<file path="src/rtl/t01_display_pkg.sv">
// Shared types and constants for the score overlay: colours, glyph cell size,
// glyph indices, converter states and pixel-region tags.
package t01_display_pkg;

  localparam logic [2:0] BLACK  = 3'b000;
  localparam logic [2:0] WHITE  = 3'b111;
  localparam logic [2:0] YELLOW = 3'b110;
  localparam logic [2:0] GREEN  = 3'b010;

  localparam int CHAR_W = 8;
  localparam int CHAR_H = 12;

  typedef enum logic [3:0] {
    G_0 = 4'd0, G_1 = 4'd1, G_2 = 4'd2, G_3 = 4'd3, G_4 = 4'd4,
    G_5 = 4'd5, G_6 = 4'd6, G_7 = 4'd7, G_8 = 4'd8, G_9 = 4'd9,
    G_S = 4'd10, G_C = 4'd11, G_O = 4'd12, G_R = 4'd13, G_E = 4'd14,
    G_BLANK = 4'd15
  } glyph_e;

  typedef enum logic [1:0] {S_IDLE, S_LOAD, S_SHIFT, S_DONE} conv_state_e;

  typedef enum logic [1:0] {HIT_NONE, HIT_LABEL, HIT_VALUE} hit_e;

  function automatic int pow10(input int n);
    int r;
    r = 1;
    for (int i = 0; i < n; i++) r = r * 10;
    return r;
  endfunction

endpackage

</file>
<file path="src/rtl/t01_font_rom.sv">
// 8x12 glyph ROM: digits 0-9, S C O R E, blank; MSB is the leftmost column.
// Combinational, zero latency; no flow control.
module t01_font_rom
  import t01_display_pkg::*;
(
  input  logic [3:0] glyph,
  input  logic [3:0] row,
  output logic [7:0] bits
);

  logic [95:0] g;

  // Each glyph is 12 rows of 8 bits, row 0 in the top byte.
  always_comb begin
    g = '0;
    case (glyph)
      G_0:     g = 96'h3C66_6666_6E76_6666_6666_3C00;
      G_1:     g = 96'h1838_7818_1818_1818_1818_7E00;
      G_2:     g = 96'h3C66_6606_0C18_3060_6066_7E00;
      G_3:     g = 96'h3C66_0606_1C06_0606_0666_3C00;
      G_4:     g = 96'h6666_6666_667E_0606_0606_0600;
      G_5:     g = 96'h7E60_6060_7C06_0606_0666_3C00;
      G_6:     g = 96'h3C66_6060_7C66_6666_6666_3C00;
      G_7:     g = 96'h7E06_060C_0C18_1830_3030_3000;
      G_8:     g = 96'h3C66_6666_3C66_6666_6666_3C00;
      G_9:     g = 96'h3C66_6666_663E_0606_0666_3C00;
      G_S:     g = 96'h3C66_6060_3C06_0606_0666_3C00;
      G_C:     g = 96'h3C66_6060_6060_6060_6066_3C00;
      G_O:     g = 96'h3C66_6666_6666_6666_6666_3C00;
      G_R:     g = 96'h7C66_6666_7C78_6C66_6666_6600;
      G_E:     g = 96'h7E60_6060_7C60_6060_6060_7E00;
      default: g = '0;
    endcase
    bits = 8'h00;
    if (row < 4'(CHAR_H)) bits = g[8*(11 - int'(row)) +: 8];
  end

endmodule

</file>
<file path="src/rtl/t01_score_bcd_display.sv">
// Score overlay: "SCORE" label plus N-digit decimal value via sequential double-dabble.
// Pixel colour 2 cycles after x/y; digits update SCORE_W+2 cycles after a score change.
// No backpressure: score changes during a conversion are picked up once it completes.
module t01_score_bcd_display
  import t01_display_pkg::*;
#(
  parameter int SCORE_W      = 14,
  parameter int DIGITS       = 4,
  parameter int SCALE        = 2,
  parameter int ORIGIN_X     = 245,
  parameter int ORIGIN_Y     = 400,
  parameter int VALUE_GAP    = 90,
  parameter int BLANK_LZ     = 1,
  parameter int FLASH_FRAMES = 16
) (
  input  logic               clk,
  input  logic               rst,
  input  logic [SCORE_W-1:0] score,
  input  logic [9:0]         x,
  input  logic [9:0]         y,
  input  logic               frame_tick,
  output logic               busy,
  output logic [2:0]         shape_color
);

  localparam int BCD_W    = 4 * DIGITS;
  localparam int CNT_W    = $clog2(SCORE_W + 1);
  localparam int FL_W     = (FLASH_FRAMES > 0) ? $clog2(FLASH_FRAMES + 1) : 1;
  localparam int SCALE_SH = $clog2(SCALE);
  localparam logic [31:0] LIMIT = 32'(pow10(DIGITS));

  localparam logic [10:0] Y0  = 11'(ORIGIN_Y);
  localparam logic [10:0] Y1  = 11'(ORIGIN_Y + CHAR_H * SCALE);
  localparam logic [10:0] LX0 = 11'(ORIGIN_X);
  localparam logic [10:0] LX1 = 11'(ORIGIN_X + 5 * CHAR_W * SCALE);
  localparam logic [10:0] VX0 = 11'(ORIGIN_X + VALUE_GAP);
  localparam logic [10:0] VX1 = 11'(ORIGIN_X + VALUE_GAP + CHAR_W * SCALE * DIGITS);

  conv_state_e        state_q, state_d;
  logic [SCORE_W-1:0] work_q, work_d, cap_q, cap_d, shadow_q, shadow_d;
  logic [BCD_W-1:0]   bcd_q, bcd_d, digits_q, digits_d;
  logic [CNT_W-1:0]   cnt_q, cnt_d;
  logic [FL_W-1:0]    flash_q, flash_d;
  logic               busy_q, busy_d;

  hit_e               s1_hit_q, s1_hit_d;
  logic [3:0]         s1_glyph_q, s1_glyph_d;
  logic [3:0]         s1_row_q, s1_row_d;
  logic [2:0]         s1_col_q, s1_col_d;
  logic [2:0]         shape_color_q, shape_color_d;

  logic [BCD_W-1:0]   bcd_adj, bcd_shift;
  logic [DIGITS-1:0]  lz;
  logic               zero_run;
  logic [10:0]        x11, y11, lcell, vcell;
  logic               in_y;
  logic [7:0]         font_bits;
  logic               pix_on;

  // Converter: one double-dabble step per SHIFT cycle; the result is committed
  // on the final step so the new digits are visible while the FSM sits in DONE.
  always_comb begin
    bcd_adj = bcd_q;
    for (int i = 0; i < DIGITS; i++) begin
      if (bcd_q[4*i +: 4] >= 4'd5) bcd_adj[4*i +: 4] = bcd_q[4*i +: 4] + 4'd3;
    end
    bcd_shift = {bcd_adj[BCD_W-2:0], work_q[SCORE_W-1]};

    state_d  = state_q;
    work_d   = work_q;
    cap_d    = cap_q;
    shadow_d = shadow_q;
    bcd_d    = bcd_q;
    cnt_d    = cnt_q;
    digits_d = digits_q;
    busy_d   = busy_q;
    flash_d  = flash_q;

    if (frame_tick && (flash_q != '0)) flash_d = flash_q - FL_W'(1);

    case (state_q)
      S_IDLE: begin
        if (score != shadow_q) begin
          state_d = S_LOAD;
          busy_d  = 1'b1;
        end
      end
      S_LOAD: begin
        // Shadow keeps the raw score so a saturated value does not re-trigger.
        cap_d   = score;
        work_d  = (32'(score) >= LIMIT) ? SCORE_W'(LIMIT - 32'd1) : score;
        bcd_d   = '0;
        cnt_d   = CNT_W'(SCORE_W);
        state_d = S_SHIFT;
      end
      S_SHIFT: begin
        bcd_d  = bcd_shift;
        work_d = {work_q[SCORE_W-2:0], 1'b0};
        cnt_d  = cnt_q - CNT_W'(1);
        if (cnt_q == CNT_W'(1)) begin
          state_d  = S_DONE;
          digits_d = bcd_shift;
          shadow_d = cap_q;
          busy_d   = 1'b0;
          if (bcd_shift != digits_q) flash_d = FL_W'(FLASH_FRAMES);
        end
      end
      S_DONE:  state_d = S_IDLE;
      default: state_d = S_IDLE;
    endcase
  end

  // Leading-zero flags; the least significant digit is never blanked.
  always_comb begin
    lz       = '0;
    zero_run = (BLANK_LZ != 0);
    for (int i = 0; i < DIGITS - 1; i++) begin
      if (digits_q[4*(DIGITS-1-i) +: 4] != 4'd0) zero_run = 1'b0;
      lz[i] = zero_run;
    end
  end

  // Stage 1: region hit, glyph, row and column from the current pixel.
  always_comb begin
    x11   = {1'b0, x};
    y11   = {1'b0, y};
    in_y  = (y11 >= Y0) && (y11 < Y1);
    lcell = (x11 - LX0) >> SCALE_SH;
    vcell = (x11 - VX0) >> SCALE_SH;

    s1_hit_d   = HIT_NONE;
    s1_glyph_d = 4'(G_BLANK);
    s1_row_d   = 4'((y11 - Y0) >> SCALE_SH);
    s1_col_d   = 3'd0;

    if (in_y && (x11 >= LX0) && (x11 < LX1)) begin
      s1_hit_d   = HIT_LABEL;
      s1_glyph_d = 4'(G_S) + 4'(lcell[10:3]);
      s1_col_d   = lcell[2:0];
    end else if (in_y && (x11 >= VX0) && (x11 < VX1)) begin
      s1_hit_d = HIT_VALUE;
      s1_col_d = vcell[2:0];
      for (int i = 0; i < DIGITS; i++) begin
        if (vcell[10:3] == 8'(i))
          s1_glyph_d = lz[i] ? 4'(G_BLANK) : digits_q[4*(DIGITS-1-i) +: 4];
      end
    end
  end

  t01_font_rom u_font (
    .glyph (s1_glyph_q),
    .row   (s1_row_q),
    .bits  (font_bits)
  );

  // Stage 2: font lookup and colour select.
  always_comb begin
    pix_on        = font_bits[3'd7 - s1_col_q];
    shape_color_d = BLACK;
    if (pix_on) begin
      case (s1_hit_q)
        HIT_LABEL: shape_color_d = YELLOW;
        HIT_VALUE: shape_color_d = ((flash_q != '0) && flash_q[0]) ? GREEN : WHITE;
        default:   shape_color_d = BLACK;
      endcase
    end
  end

  always_ff @(posedge clk or negedge rst) begin
    if (!rst) begin
      state_q       <= S_IDLE;
      work_q        <= '0;
      cap_q         <= '0;
      shadow_q      <= '0;
      bcd_q         <= '0;
      cnt_q         <= '0;
      digits_q      <= '0;
      flash_q       <= '0;
      busy_q        <= 1'b0;
      s1_hit_q      <= HIT_NONE;
      s1_glyph_q    <= '0;
      s1_row_q      <= '0;
      s1_col_q      <= '0;
      shape_color_q <= BLACK;
    end else begin
      state_q       <= state_d;
      work_q        <= work_d;
      cap_q         <= cap_d;
      shadow_q      <= shadow_d;
      bcd_q         <= bcd_d;
      cnt_q         <= cnt_d;
      digits_q      <= digits_d;
      flash_q       <= flash_d;
      busy_q        <= busy_d;
      s1_hit_q      <= s1_hit_d;
      s1_glyph_q    <= s1_glyph_d;
      s1_row_q      <= s1_row_d;
      s1_col_q      <= s1_col_d;
      shape_color_q <= shape_color_d;
    end
  end

  assign busy        = busy_q;
  assign shape_color = shape_color_q;

endmodule

</file>
<file path="config.mk">
export PLATFORM = sky130hd
export DESIGN_NAME = t01_score_bcd_display
export DESIGN_NICKNAME = d
export VERILOG_FILES = /design/src/rtl/t01_display_pkg.sv /design/src/rtl/t01_font_rom.sv /design/src/rtl/t01_score_bcd_display.sv
export SDC_FILE = /design/constraint.sdc
export NUM_CORES = 1
export LEC_CHECK = 0
export BUFFER_PORTS_ARGS = -buffer_cell sky130_fd_sc_hd__buf_4
export CAP_MARGIN = 40
export CORE_AREA = 2 2 110 112
export CTS_BUF_LIST = sky130_fd_sc_hd__clkbuf_16
export DETAILED_ROUTE_END_ITERATION = 10
export DIE_AREA = 0 0 112 114
export PLACE_DENSITY = 0.82
export RECOVER_POWER = 100
export REMOVE_ABC_BUFFERS = 1
export SLEW_MARGIN = 10
export SYNTH_ARGS = -nofsm -noshare
export SYNTH_HDL_FRONTEND = slang
export SYNTH_SLANG_ARGS = --single-unit
export TNS_END_PERCENT = 1
</file>
<file path="constraint.sdc">
create_clock -name clk -period 3.1 [get_ports clk]
set_input_delay 0.62 -clock clk [delete_from_list [all_inputs] [get_ports clk]]
set_output_delay 0.62 -clock clk [all_outputs]
set_load 0.005 [all_outputs]
</file>
==> metrics.txt <==
status finished clean; adder-cell area share of the yosys netlist 5.56%; RSZ-0062 raised after global routing false; initial drt markers 478; GRT Overall Usage 28.7%; data required time at the worst endpoint 3.34 ns; Inserted Clock Buffers 9; drt first pass iters 6; Register-to-Register Path Depth 9; routed vias/inst 6.31; Peak VDD IR 0.000665 V; initial core utilization 57.6%; Final nets 852; Simple-Gate Fraction of Synth Area 18.2%; Pleak 3.19 nW; core region area 11700 µm²; Post-Route Utilization 64.4%; Mapped Area 6750 µm²; Critical Path End shape_color[0]; max_cap viols 0; post-synthesis xor/xnor area fraction 5.97%; first-pass GRT wire length 29300 µm; Syn Area/Cell 9.07 µm²; max-slew violations 0; FILL cells 974; reg2reg end shape_color[0]; row count 40; Die H 114 µm; fin crit share 93.5%; IO buf count 39; Die Width 112 µm; Reg-to-Reg Start s1_glyph_q[2]; Residual DRC 0; PostCTS Resize Cnt 0; fmax 0.345 GHz; critical path class flip-flop to flip-flop; Worst Setup SP s1_glyph_q[2]; setup bufs post-CTS 0; mux contribution to synthesized area 8.68%; pin count of the biggest net entering global routing 54; post-place setup slack 0.348 ns; root buf cell clkbuf_16; Seq/Total Area, Yosys 37.8%; final non-filler cell total 937; Clock Latency Late Sink 0.35 ns; worst reg-to-reg setup slack 0.20 ns; clock sinks 102; antenna viol nets, final 0; Placed Cells 921; Main synth FF type dfrtp_1; die area 12800 µm²; # H-tree levels 3; Post-synth EDFFs 0; post-synthesis compound-gate area fraction 18.2%; CTS tree yes; vias 5908; relative slew slack 14.9%; layout cell share with drive strength beyond 1 16.7%; remaining global-route overflow 0; setup ws final 0.201 ns; final wirelength 17700 µm; Async S/R FF share, synth 100%; CTS Hold Bufs 0; Synth cell types 67; Setup crit start kind flip-flop; gpl congestion 0.918; Slew @ Worst Pin 1.28 ns; vias in the first global route 5918; hold crit path type input port to flip-flop; Cells after Synth 744; initial antenna violation count 0; Syn-to-layout area delta 11.8%; final setup vio count 0; DR WL/cell 18.9 µm; largest family of logic cells by synthesized area compound AO/OA/AOI/OAI gates; final hold vios 0; IO Pins 41; worst-path maximum fanout 18; Antenna Cells 0; worst path arrival time 3.14 ns; clk_skew 0.00687 ns; crit path capture type flip-flop; Post-DP HPWL 13100 µm; CTS clk-pin slew, worst paths 0.07 ns; CTS max path bufs 2; minimum clock period 2.90 ns; #FFs+latches synth 102; Synth Warn # 0; PwrDens 672 nW/µm²
## per-layer routing
layer  GRT usage, %  up-vias  wire [µm]
met1           36.9     2876       7480
met5              0        -          0
met4           11.5        0        576
met2           48.7      245       8570
li1               -     2746          -
met3           4.89       41       1100
## report_power, final
group	total [mW]	internal (mW)	switching (mW)
clock	1.17	0.639	0.535
sequential	2.09	1.76	0.321
combinational	1.81	0.813	0.997
## layout make-up
type | count | area, µm² | share of cell area, %
Clock buffer | 9 | 225 | 2.98
Clock inverter | 7 | 83.8 | 1.11
Inverter | 47 | 176 | 2.34
Multi-Input combinational cell | 553 | 3820 | 50.6
Sequential cell | 102 | 2550 | 33.8
Tap cell | 147 | 184 | 2.44
Timing Repair Buffer | 72 | 505 | 6.70
## worst max-delay path, stage by stage, from the launching register on
cell and delay, ns:
dfrtp_1 0.78, buf_4 0.31, nor2b_1 0.12, o311ai_0 0.52, a21oi_1 0.20, o21ai_0 0.21, a211oi_1 0.07, a211oi_1 0.32
inv_1 0.09, and3_1 0.17
## registers in the layout (all words and copies together) (netlist names), 2 cells and up
| register | flops |
|---|---|
| work_q | 14 |
| s1_hit_q | 2 |
| shadow_q | 14 |
| shape_color | 3 |
| s1_glyph_q | 4 |
| flash_q | 5 |
| cnt_q | 4 |
| s1_col_q | 3 |
| cap_q | 14 |
| state_q | 2 |
| digits_q | 16 |
| s1_row_q | 4 |
| bcd_q | 16 |
## synth_stat cells, types with 7 or more instances
library cell	number	area share, %
buf_2	10	0.74
nand3_1	24	1.8
nand4_1	11	1.0
ha_1	30	5.6
nor2b_1	12	1.1
xnor2_1	36	4.7
nand2_1	50	2.8
a31oi_1	8	0.74
nor4_1	7	0.65
o21ai_0	54	4.0
nand2b_1	15	1.4
nor3b_1	12	1.3
and2_1	7	0.65
a211oi_1	10	1.1
mux2_2	44	7.3
clkbuf_1	24	1.3
o22ai_1	13	1.2
nor3_1	16	1.2
dfrtp_1	102	38
xor2_1	10	1.3
o211ai_1	9	1.0
a21oi_1	45	3.3
inv_1	47	2.6
mux2i_1	9	1.3
nor2_1	46	2.6
## cell families (layout without fill, tap and decap cells)
logic type	Yosys count	count (layout)
adders and majority gates	30	30
and+or+nand+nor	233	233
AOI/OAI and AO/OA	191	191
buffers and inverters	89	135
xor gates and xnor gates	46	46
muxes	53	53
DFF	102	102
## worst min-delay path by stage
| stage | from | to | slack (ns) | depth (start not counted) |
|---|---|---|---|---|
| detailed placement | flash_q[4] | flash_q[4] | 0.49 | 1 |
| finish | y[3] | s1_row_q[2] | 0.39 | 1 |
| global route | y[2] | s1_row_q[1] | 0.38 | 1 |
| CTS | rst | cnt_q[0] | 0.31 | 1 |
| floorplan | rst | bcd_q[0] | 0.32 | 0 |
| global placement | flash_q[4] | flash_q[4] | 0.45 | 1 |
## cells in the final DEF (no fill, tap or decap), types with 6 or more instances in the layout
cell type / netlist / routed
and2_1: 7 / 7
o21ai_0: 54 / 54
nor2_1: 46 / 46
a311oi_1: 6 / 6
nor3b_1: 12 / 12
o22ai_1: 13 / 13
xor2_1: 10 / 10
a21oi_1: 45 / 45
a31oi_1: 8 / 8
o211ai_1: 9 / 9
mux2i_1: 9 / 9
nand2b_1: 15 / 15
clkbuf_1: 24 / 8
dfrtp_1: 102 / 102
nand4_1: 11 / 11
inv_1: 47 / 48
mux2_2: 44 / 39
clkbuf_16: 0 / 9
nor4_1: 7 / 7
a211oi_1: 10 / 10
xnor2_1: 36 / 36
nor2b_1: 12 / 12
or2_2: 6 / 6
nand2_1: 50 / 50
nor3_1: 16 / 16
nand3_1: 24 / 24
ha_1: 30 / 30
buf_4: 2 / 57
## through the flow
step	setup TNS, ns	power (mW)	hold slack [ns]	area [µm²]
floorplan	-0.353	3.35	0.324	6550
global placement	0	3.79	0.452	7290
detailed placement	0	3.92	0.495	7290
CTS	0	5.10	0.307	7590
global route	0	5.38	0.384	7550
finish	0	5.07	0.394	7550
Power figures use the tool's default switching activity.
